==> src/rtl/decode_hazard_ctrl.sv <==
// ---------------------------------------------------------------------------
// decode_hazard_ctrl
//   RV32IM decode controller with a registered ID/EX control stage.
//   Decodes the ID-stage instruction, registers the control set into EX,
//   detects load-use hazards (one-cycle bubble), holds EX while a multi-cycle
//   MUL/DIV occupies it, and squashes ID/EX on a control-flow redirect.
//
// Ports
//   clk, rst_n          clock, synchronous active-low reset
//   id_valid, id_instr  live instruction in IF/ID
//   flush               redirect from EX; kills ID and EX
//   stall               hold PC and IF/ID this cycle (combinational)
//   m_busy              EX holds an M op not in its final cycle (combinational)
//   ex_*                registered EX control set
// ---------------------------------------------------------------------------
module decode_hazard_ctrl #(
  parameter int unsigned MUL_CYCLES = 3,
  parameter int unsigned DIV_CYCLES = 33,
  parameter int unsigned CNT_W      = 6
) (
  input  logic        clk,
  input  logic        rst_n,
  input  logic        id_valid,
  input  logic [31:0] id_instr,
  input  logic        flush,
  output logic        stall,
  output logic        m_busy,
  output logic        ex_valid,
  output logic        ex_regesterW,
  output logic [1:0]  ex_RegSrc,
  output logic        ex_memRead,
  output logic        ex_memWrite,
  output logic [3:0]  ex_aluSelect,
  output logic [1:0]  ex_Alu2opn,
  output logic [1:0]  ex_jumpSel,
  output logic        ex_jumpOpn,
  output logic        ex_AluMulSel,
  output logic [2:0]  ex_InstFormat,
  output logic [1:0]  ex_WL,
  output logic        ex_extendSign,
  output logic [4:0]  ex_rd,
  output logic        ex_illegal
);

  typedef enum logic [6:0] {
    OP_LUI    = 7'b0110111,
    OP_AUIPC  = 7'b0010111,
    OP_JAL    = 7'b1101111,
    OP_JALR   = 7'b1100111,
    OP_BRANCH = 7'b1100011,
    OP_LOAD   = 7'b0000011,
    OP_STORE  = 7'b0100011,
    OP_IMM    = 7'b0010011,
    OP_REG    = 7'b0110011
  } opcode_e;

  typedef enum logic [1:0] {
    SRC_ALU   = 2'd0,
    SRC_MEM   = 2'd1,
    SRC_PCIMM = 2'd2,
    SRC_PC4   = 2'd3
  } regsrc_e;

  typedef enum logic [1:0] {
    PAluRb  = 2'd0,
    PAluImm = 2'd1,
    PAluPC  = 2'd2
  } alu2_e;

  typedef enum logic [1:0] {
    PJumpImm = 2'd0,
    PJumpAlu = 2'd1
  } jsel_e;

  typedef enum logic [2:0] {
    FMT_R = 3'd0,
    FMT_I = 3'd1,
    FMT_S = 3'd2,
    FMT_B = 3'd3,
    FMT_U = 3'd4,
    FMT_J = 3'd5
  } fmt_e;

  typedef enum logic [3:0] {
    ALU_ADD   = 4'd0,
    ALU_SUB   = 4'd8,
    ALU_EQL   = 4'd9,
    ALU_LT    = 4'd10,
    ALU_LTU   = 4'd11,
    ALU_SRA   = 4'd13,
    ALU_PASSB = 4'd15
  } aluop_e;

  typedef struct packed {
    logic       valid;
    logic       regW;
    logic [1:0] regsrc;
    logic       memRead;
    logic       memWrite;
    logic [3:0] alu;
    logic [1:0] alu2;
    logic [1:0] jsel;
    logic       jopn;
    logic       mul;
    logic [2:0] fmt;
    logic [1:0] wl;
    logic       ext;
    logic [4:0] rd;
    logic       illegal;
  } ex_ctrl_t;

  localparam logic [CNT_W-1:0] MUL_LD = CNT_W'(MUL_CYCLES - 1);
  localparam logic [CNT_W-1:0] DIV_LD = CNT_W'(DIV_CYCLES - 1);

  // Instruction fields
  logic [6:0] opcode;
  logic [2:0] func3;
  logic [6:0] func7;
  logic [4:0] rs1, rs2, rd;

  assign opcode = id_instr[6:0];
  assign rd     = id_instr[11:7];
  assign func3  = id_instr[14:12];
  assign rs1    = id_instr[19:15];
  assign rs2    = id_instr[24:20];
  assign func7  = id_instr[31:25];

  ex_ctrl_t ex_q, ex_d, dec;
  logic [CNT_W-1:0] cnt_q, cnt_d;
  logic use_rs1, use_rs2, load_use, m_hold;

  // -------------------------------------------------------------------------
  // Decode
  // -------------------------------------------------------------------------
  always_comb begin
    dec       = '0;
    dec.valid = 1'b1;
    dec.rd    = rd;
    dec.wl    = func3[1:0];
    dec.ext   = ~func3[2];
    use_rs1   = 1'b1;
    use_rs2   = 1'b0;
    unique case (opcode_e'(opcode))
      OP_LUI: begin
        dec.regW   = 1'b1;
        dec.regsrc = SRC_ALU;
        dec.alu    = ALU_PASSB;
        dec.alu2   = PAluImm;
        dec.fmt    = FMT_U;
        use_rs1    = 1'b0;
      end
      OP_AUIPC: begin
        dec.regW   = 1'b1;
        dec.regsrc = SRC_PCIMM;
        dec.alu    = ALU_ADD;
        dec.alu2   = PAluPC;
        dec.fmt    = FMT_U;
        use_rs1    = 1'b0;
      end
      OP_JAL: begin
        dec.regW   = 1'b1;
        dec.regsrc = SRC_PC4;
        dec.jopn   = 1'b1;
        dec.jsel   = PJumpImm;
        dec.fmt    = FMT_J;
        use_rs1    = 1'b0;
      end
      OP_JALR: begin
        dec.regW   = 1'b1;
        dec.regsrc = SRC_PC4;
        dec.jopn   = 1'b1;
        dec.jsel   = PJumpAlu;
        dec.alu    = ALU_ADD;
        dec.alu2   = PAluImm;
        dec.fmt    = FMT_I;
      end
      OP_BRANCH: begin
        dec.jsel = PJumpImm;
        dec.alu2 = PAluRb;
        dec.fmt  = FMT_B;
        use_rs2  = 1'b1;
        // func3[2:1]: 00 EQ/NE, 10 LT/GE, 11 LTU/GEU
        unique case (func3[2:1])
          2'b10:   dec.alu = ALU_LT;
          2'b11:   dec.alu = ALU_LTU;
          default: dec.alu = ALU_EQL;
        endcase
      end
      OP_LOAD: begin
        dec.regW    = 1'b1;
        dec.memRead = 1'b1;
        dec.regsrc  = SRC_MEM;
        dec.alu     = ALU_ADD;
        dec.alu2    = PAluImm;
        dec.fmt     = FMT_I;
      end
      OP_STORE: begin
        dec.memWrite = 1'b1;
        dec.alu      = ALU_ADD;
        dec.alu2     = PAluImm;
        dec.fmt      = FMT_S;
        use_rs2      = 1'b1;
      end
      OP_IMM: begin
        dec.regW = 1'b1;
        dec.alu2 = PAluImm;
        dec.fmt  = FMT_I;
        if (func3 == 3'b101 && func7[5]) dec.alu = ALU_SRA;
        else                              dec.alu = {1'b0, func3};
      end
      OP_REG: begin
        dec.regW = 1'b1;
        dec.alu2 = PAluRb;
        dec.fmt  = FMT_R;
        use_rs2  = 1'b1;
        if (func7 == 7'b0000001) begin
          dec.mul = 1'b1;
          dec.alu = {1'b0, func3};
        end else if (func3 == 3'b000 && func7[5]) begin
          dec.alu = ALU_SUB;
        end else if (func3 == 3'b101 && func7[5]) begin
          dec.alu = ALU_SRA;
        end else begin
          dec.alu = {1'b0, func3};
        end
      end
      default: begin
        // Unknown opcode travels down as a marked, side-effect-free slot
        dec.illegal = 1'b1;
        dec.wl      = '0;
        dec.ext     = 1'b0;
      end
    endcase
  end

  // -------------------------------------------------------------------------
  // Hazards and stall
  // -------------------------------------------------------------------------
  assign m_hold = (cnt_q != '0);
  assign m_busy = m_hold;

  // An M op in EX is never a load, so the load-use test is naturally off
  // during the hold.
  assign load_use = ex_q.valid && ex_q.memRead && (ex_q.rd != '0) && id_valid &&
                    ((use_rs1 && (rs1 == ex_q.rd)) || (use_rs2 && (rs2 == ex_q.rd)));

  assign stall = !flush && (m_hold || load_use);

  // -------------------------------------------------------------------------
  // ID/EX register
  // -------------------------------------------------------------------------
  always_comb begin
    ex_d  = ex_q;
    cnt_d = cnt_q;
    if (flush) begin
      ex_d  = '0;
      cnt_d = '0;
    end else if (m_hold) begin
      cnt_d = cnt_q - CNT_W'(1);
    end else if (load_use) begin
      ex_d = '0;
    end else if (id_valid) begin
      ex_d = dec;
      if (dec.mul) cnt_d = func3[2] ? DIV_LD : MUL_LD;
      else         cnt_d = '0;
    end else begin
      ex_d = '0;
    end
  end

  always_ff @(posedge clk) begin
    if (!rst_n) begin
      ex_q  <= '0;
      cnt_q <= '0;
    end else begin
      ex_q  <= ex_d;
      cnt_q <= cnt_d;
    end
  end

  assign ex_valid      = ex_q.valid;
  assign ex_regesterW  = ex_q.regW;
  assign ex_RegSrc     = ex_q.regsrc;
  assign ex_memRead    = ex_q.memRead;
  assign ex_memWrite   = ex_q.memWrite;
  assign ex_aluSelect  = ex_q.alu;
  assign ex_Alu2opn    = ex_q.alu2;
  assign ex_jumpSel    = ex_q.jsel;
  assign ex_jumpOpn    = ex_q.jopn;
  assign ex_AluMulSel  = ex_q.mul;
  assign ex_InstFormat = ex_q.fmt;
  assign ex_WL         = ex_q.wl;
  assign ex_extendSign = ex_q.ext;
  assign ex_rd         = ex_q.rd;
  assign ex_illegal    = ex_q.illegal;

endmodule

==> config.mk <==
export PLATFORM = sky130hd
export DESIGN_NAME = decode_hazard_ctrl
export DESIGN_NICKNAME = d
export VERILOG_FILES = /design/src/rtl/decode_hazard_ctrl.sv
export SDC_FILE = /design/constraint.sdc
export NUM_CORES = 1
export LEC_CHECK = 0
export BUFFER_PORTS_ARGS = -buffer_cell sky130_fd_sc_hd__buf_2
export CORE_MARGIN = 2
export CORE_UTILIZATION = 30
export DETAILED_ROUTE_END_ITERATION = 16
export GPL_ROUTABILITY_DRIVEN = 0
export GPL_TIMING_DRIVEN = 0
export PLACE_DENSITY_LB_ADDON = 0.15
export RECOVER_POWER = 50
export SLEW_MARGIN = 25
export SYNTH_ARGS = -nofsm -noshare
export SYNTH_HDL_FRONTEND = slang
export SYNTH_SLANG_ARGS = --single-unit
==> constraint.sdc <==
create_clock -name clk -period 3.6 [get_ports clk]
set_input_delay 0.72 -clock clk [delete_from_list [all_inputs] [get_ports clk]]
set_output_delay 0.72 -clock clk [all_outputs]
set_load 0.005 [all_outputs]
==> metrics.txt <==
crit start category=register; Mapped Nets=234; Mapped Avg Cell Area=8.89 um2; grt ovf=0; All-Layer GR Usage=15.1%; fin crit share=89.7%; max_cap viols=0; number of I/O port buffers=63; Hold Path Depth=2; Synth Cell Area=1750 um2; Clk Latency, worst-skew pair=0.27 ns; First-pass DRT Iterations=4; Pwr Density=505 nW/um2; Final Hold Viols=0; most common cell in the netlist=dfxtp_1; nets=304; Post-CTS Resized=0; ys flop type=dfxtp_1; # rows=27; Multi-input gate area=1010 um2; CTS Root Cell=clkbuf_8; flops & latches, synth=33; vias per cell=5.03; Filler Cells Inserted=600; count of final setup violators=0; Critical Path Fanout Max=10; status=finished clean; Leakage=0.985 nW; Routed WL=4820 um; reg2reg path depth=9; share of cells above drive strength 1=26.9%; vias=1709; Storage cell area=661 um2; worst hold-check path type=register to register; Bufs and invs on worst path=4; met1 GRT Util=20.5%; crit path cell chain=inv_1 -> ha_1 -> or3b_1 -> nor3_4 -> inv_2 -> clkbuf_1 -> nor3_1 -> nor2_1 -> buf_2; setup_tns=0 ns; critical path arrival=2.51 ns; TritonCTS clock tree=yes; Slowest cell on crit path=or3b_1; Final Cell Area=2220 um2; ys async rst share=0%; final max-slew violation count=0; Chip Width=80.4 um; IO Pins=66; hpwl dp=3740 um; grt peak-use layer=met2; DRC violation count after routing=0; Crit Path Class=register to primary output; Non-Filler Instances=340; Die ar.=6460 um2; number of cells on the critical path=9; # H-tree levels=2; Clock Path Buffers=2; Worst-Margin Slew=0.540 ns; drt wl/cell=14.2 um; Peak supply drop=0.230 mV; Antenna diodes=0; Vert. Die Dim=80.4 um; RSZ-0062 raised after global routing=false; top-area cell type share of the netlist area=37.7%; ANT nets after route=0; DR iter-0 viols=50; number of buffers created by CTS=5; largest net degree at the start of global routing=11; total power=1.12 mW; Final min period=3.23 ns; Post-CTS Setup Inserts=0; core area=5570 um2; Clock transition at path regs=0.06 ns; Synth warnings=0; fmax=310 MHz; critical path data required time=2.88 ns; GRT met2 Usage=23.3%; Post-synth top cells=dfxtp_1 (33), nand2_1 (17), nor2_1 (17); Slew headroom=63.8%; delay of the slowest critical-path stage=0.43 ns; vias in the first global route=1530; Post-synth EDFFs=0; clock sink count=33; Synth cell types=50; minimum hold slack=0.451 ns; first-pass GRT wire length=7420 um; register area share after synthesis=37.7%; Setup crit end kind=primary output; Top delay family on crit path=simple AND/OR/NAND/NOR gates; clock skew=0.00536 ns; Area Overhead vs Synth=27.1%; Global Route met3 Usage=3.82%; initial antenna violation count=0; top post-synthesis cells by area=dfxtp_1 (38%), a22o_1 (7.0%), a32o_1 (4.0%); Gate Count Post-Synth=197; Starting Density=31.4%; Post-CTS Hold Buffers=0; dominant cell type by area after synthesis=dfxtp_1; Placed Cells=332; Cell Area, Placed=2160 um2
[stage by stage]
| stage | utilization, % | worst slack (ns) |
|---|---|---|
| floorplan | - | 0.959 |
| global placement | 38.7 | 0.563 |
| detailed placement | 38.7 | 0.540 |
| finish | 39.9 | 0.371 |
| global route | 39.9 | 0.151 |
| CTS | 40.2 | 0.423 |
[metal layers]
layer  share of wire [%]  wire length (um)
met2                  44              2110
met5                   0                 0
met4                 1.1                53
met3                 6.9               332
met1                  48              2320
[flip-flops by register name, summed over array words and instances (netlist names)]
| register | count |
|---|---|
| cnt_q | 6 |
| ex_rd | 5 |
| ex_aluSelect | 4 |
| ex_InstFormat | 3 |
| ex_Alu2opn | 2 |
| ex_RegSrc | 2 |
| ex_WL | 2 |
| ex_AluMulSel | 1 |
| ex_extendSign | 1 |
| ex_illegal | 1 |
| ex_jumpOpn | 1 |
| ex_jumpSel | 1 |
| ex_memRead | 1 |
| ex_memWrite | 1 |
| ex_regesterW | 1 |
| ex_valid | 1 |
[cell families (layout without fill, tap and decap cells)]
| kind of cell | after synthesis | in the layout | share of synthesized area (%) |
|---|---|---|---|
| simple gates | 72 | 72 | 24.0 |
| compound gates | 56 | 56 | 24.6 |
| flops | 33 | 33 | 37.7 |
| buf+inv | 19 | 90 | 4.79 |
| xor+xnor | 10 | 10 | 5.00 |
| mux | 5 | 5 | 2.93 |
| fa+ha+maj | 1 | 1 | 0.715 |
| other cells | 1 | 1 | 0.214 |
[final cells by class]
type	instances	share of cell area, %
multi-input combinational	145	45.2
sequential	33	29.7
timing repair buffer	63	13.6
tap	72	4.05
clock buffer	7	3.43
buffer	12	2.53
inverter	7	1.18
clock inverter	1	0.337
[worst paths after layout]
path	startpoint	endpoint	slack, ns
worst min-delay path	ex_InstFormat[2]	ex_InstFormat[2]	0.45
worst max register to register	cnt_q[0]	ex_Alu2opn[0]	1.19
worst max-delay path	cnt_q[0]	stall	0.37
worst min register to register	ex_InstFormat[2]	ex_InstFormat[2]	0.45
[cell usage in the layout, fill, tap and decap left out, types with 5 or more instances in the layout]
cell,Yosys,routed
a32o_1,7,7
buf_2,4,55
nand2_1,17,17
a21oi_1,10,10
nor2_1,17,17
nand3_1,5,5
inv_1,5,5
clkbuf_8,0,5
xor2_1,5,5
o21ai_0,6,6
xnor2_1,5,5
dfxtp_1,33,33
clkbuf_1,5,19
a22o_1,14,14
[tightest hold or removal path, delay by kind of cell (launching register included)]
kind            cells  cell delay [ns]
compound gates      1             0.05
flops               1             0.31
simple gates        1             0.05
[where the power goes]
part	switching (mW)	internal (mW)	total, mW
Sequential	0.0364	0.400	0.436
Combinational	0.263	0.162	0.426
Clock	0.126	0.137	0.262
Total	0.425	0.699	1.12
No activity file was read; power rests on OpenSTA's default activity.
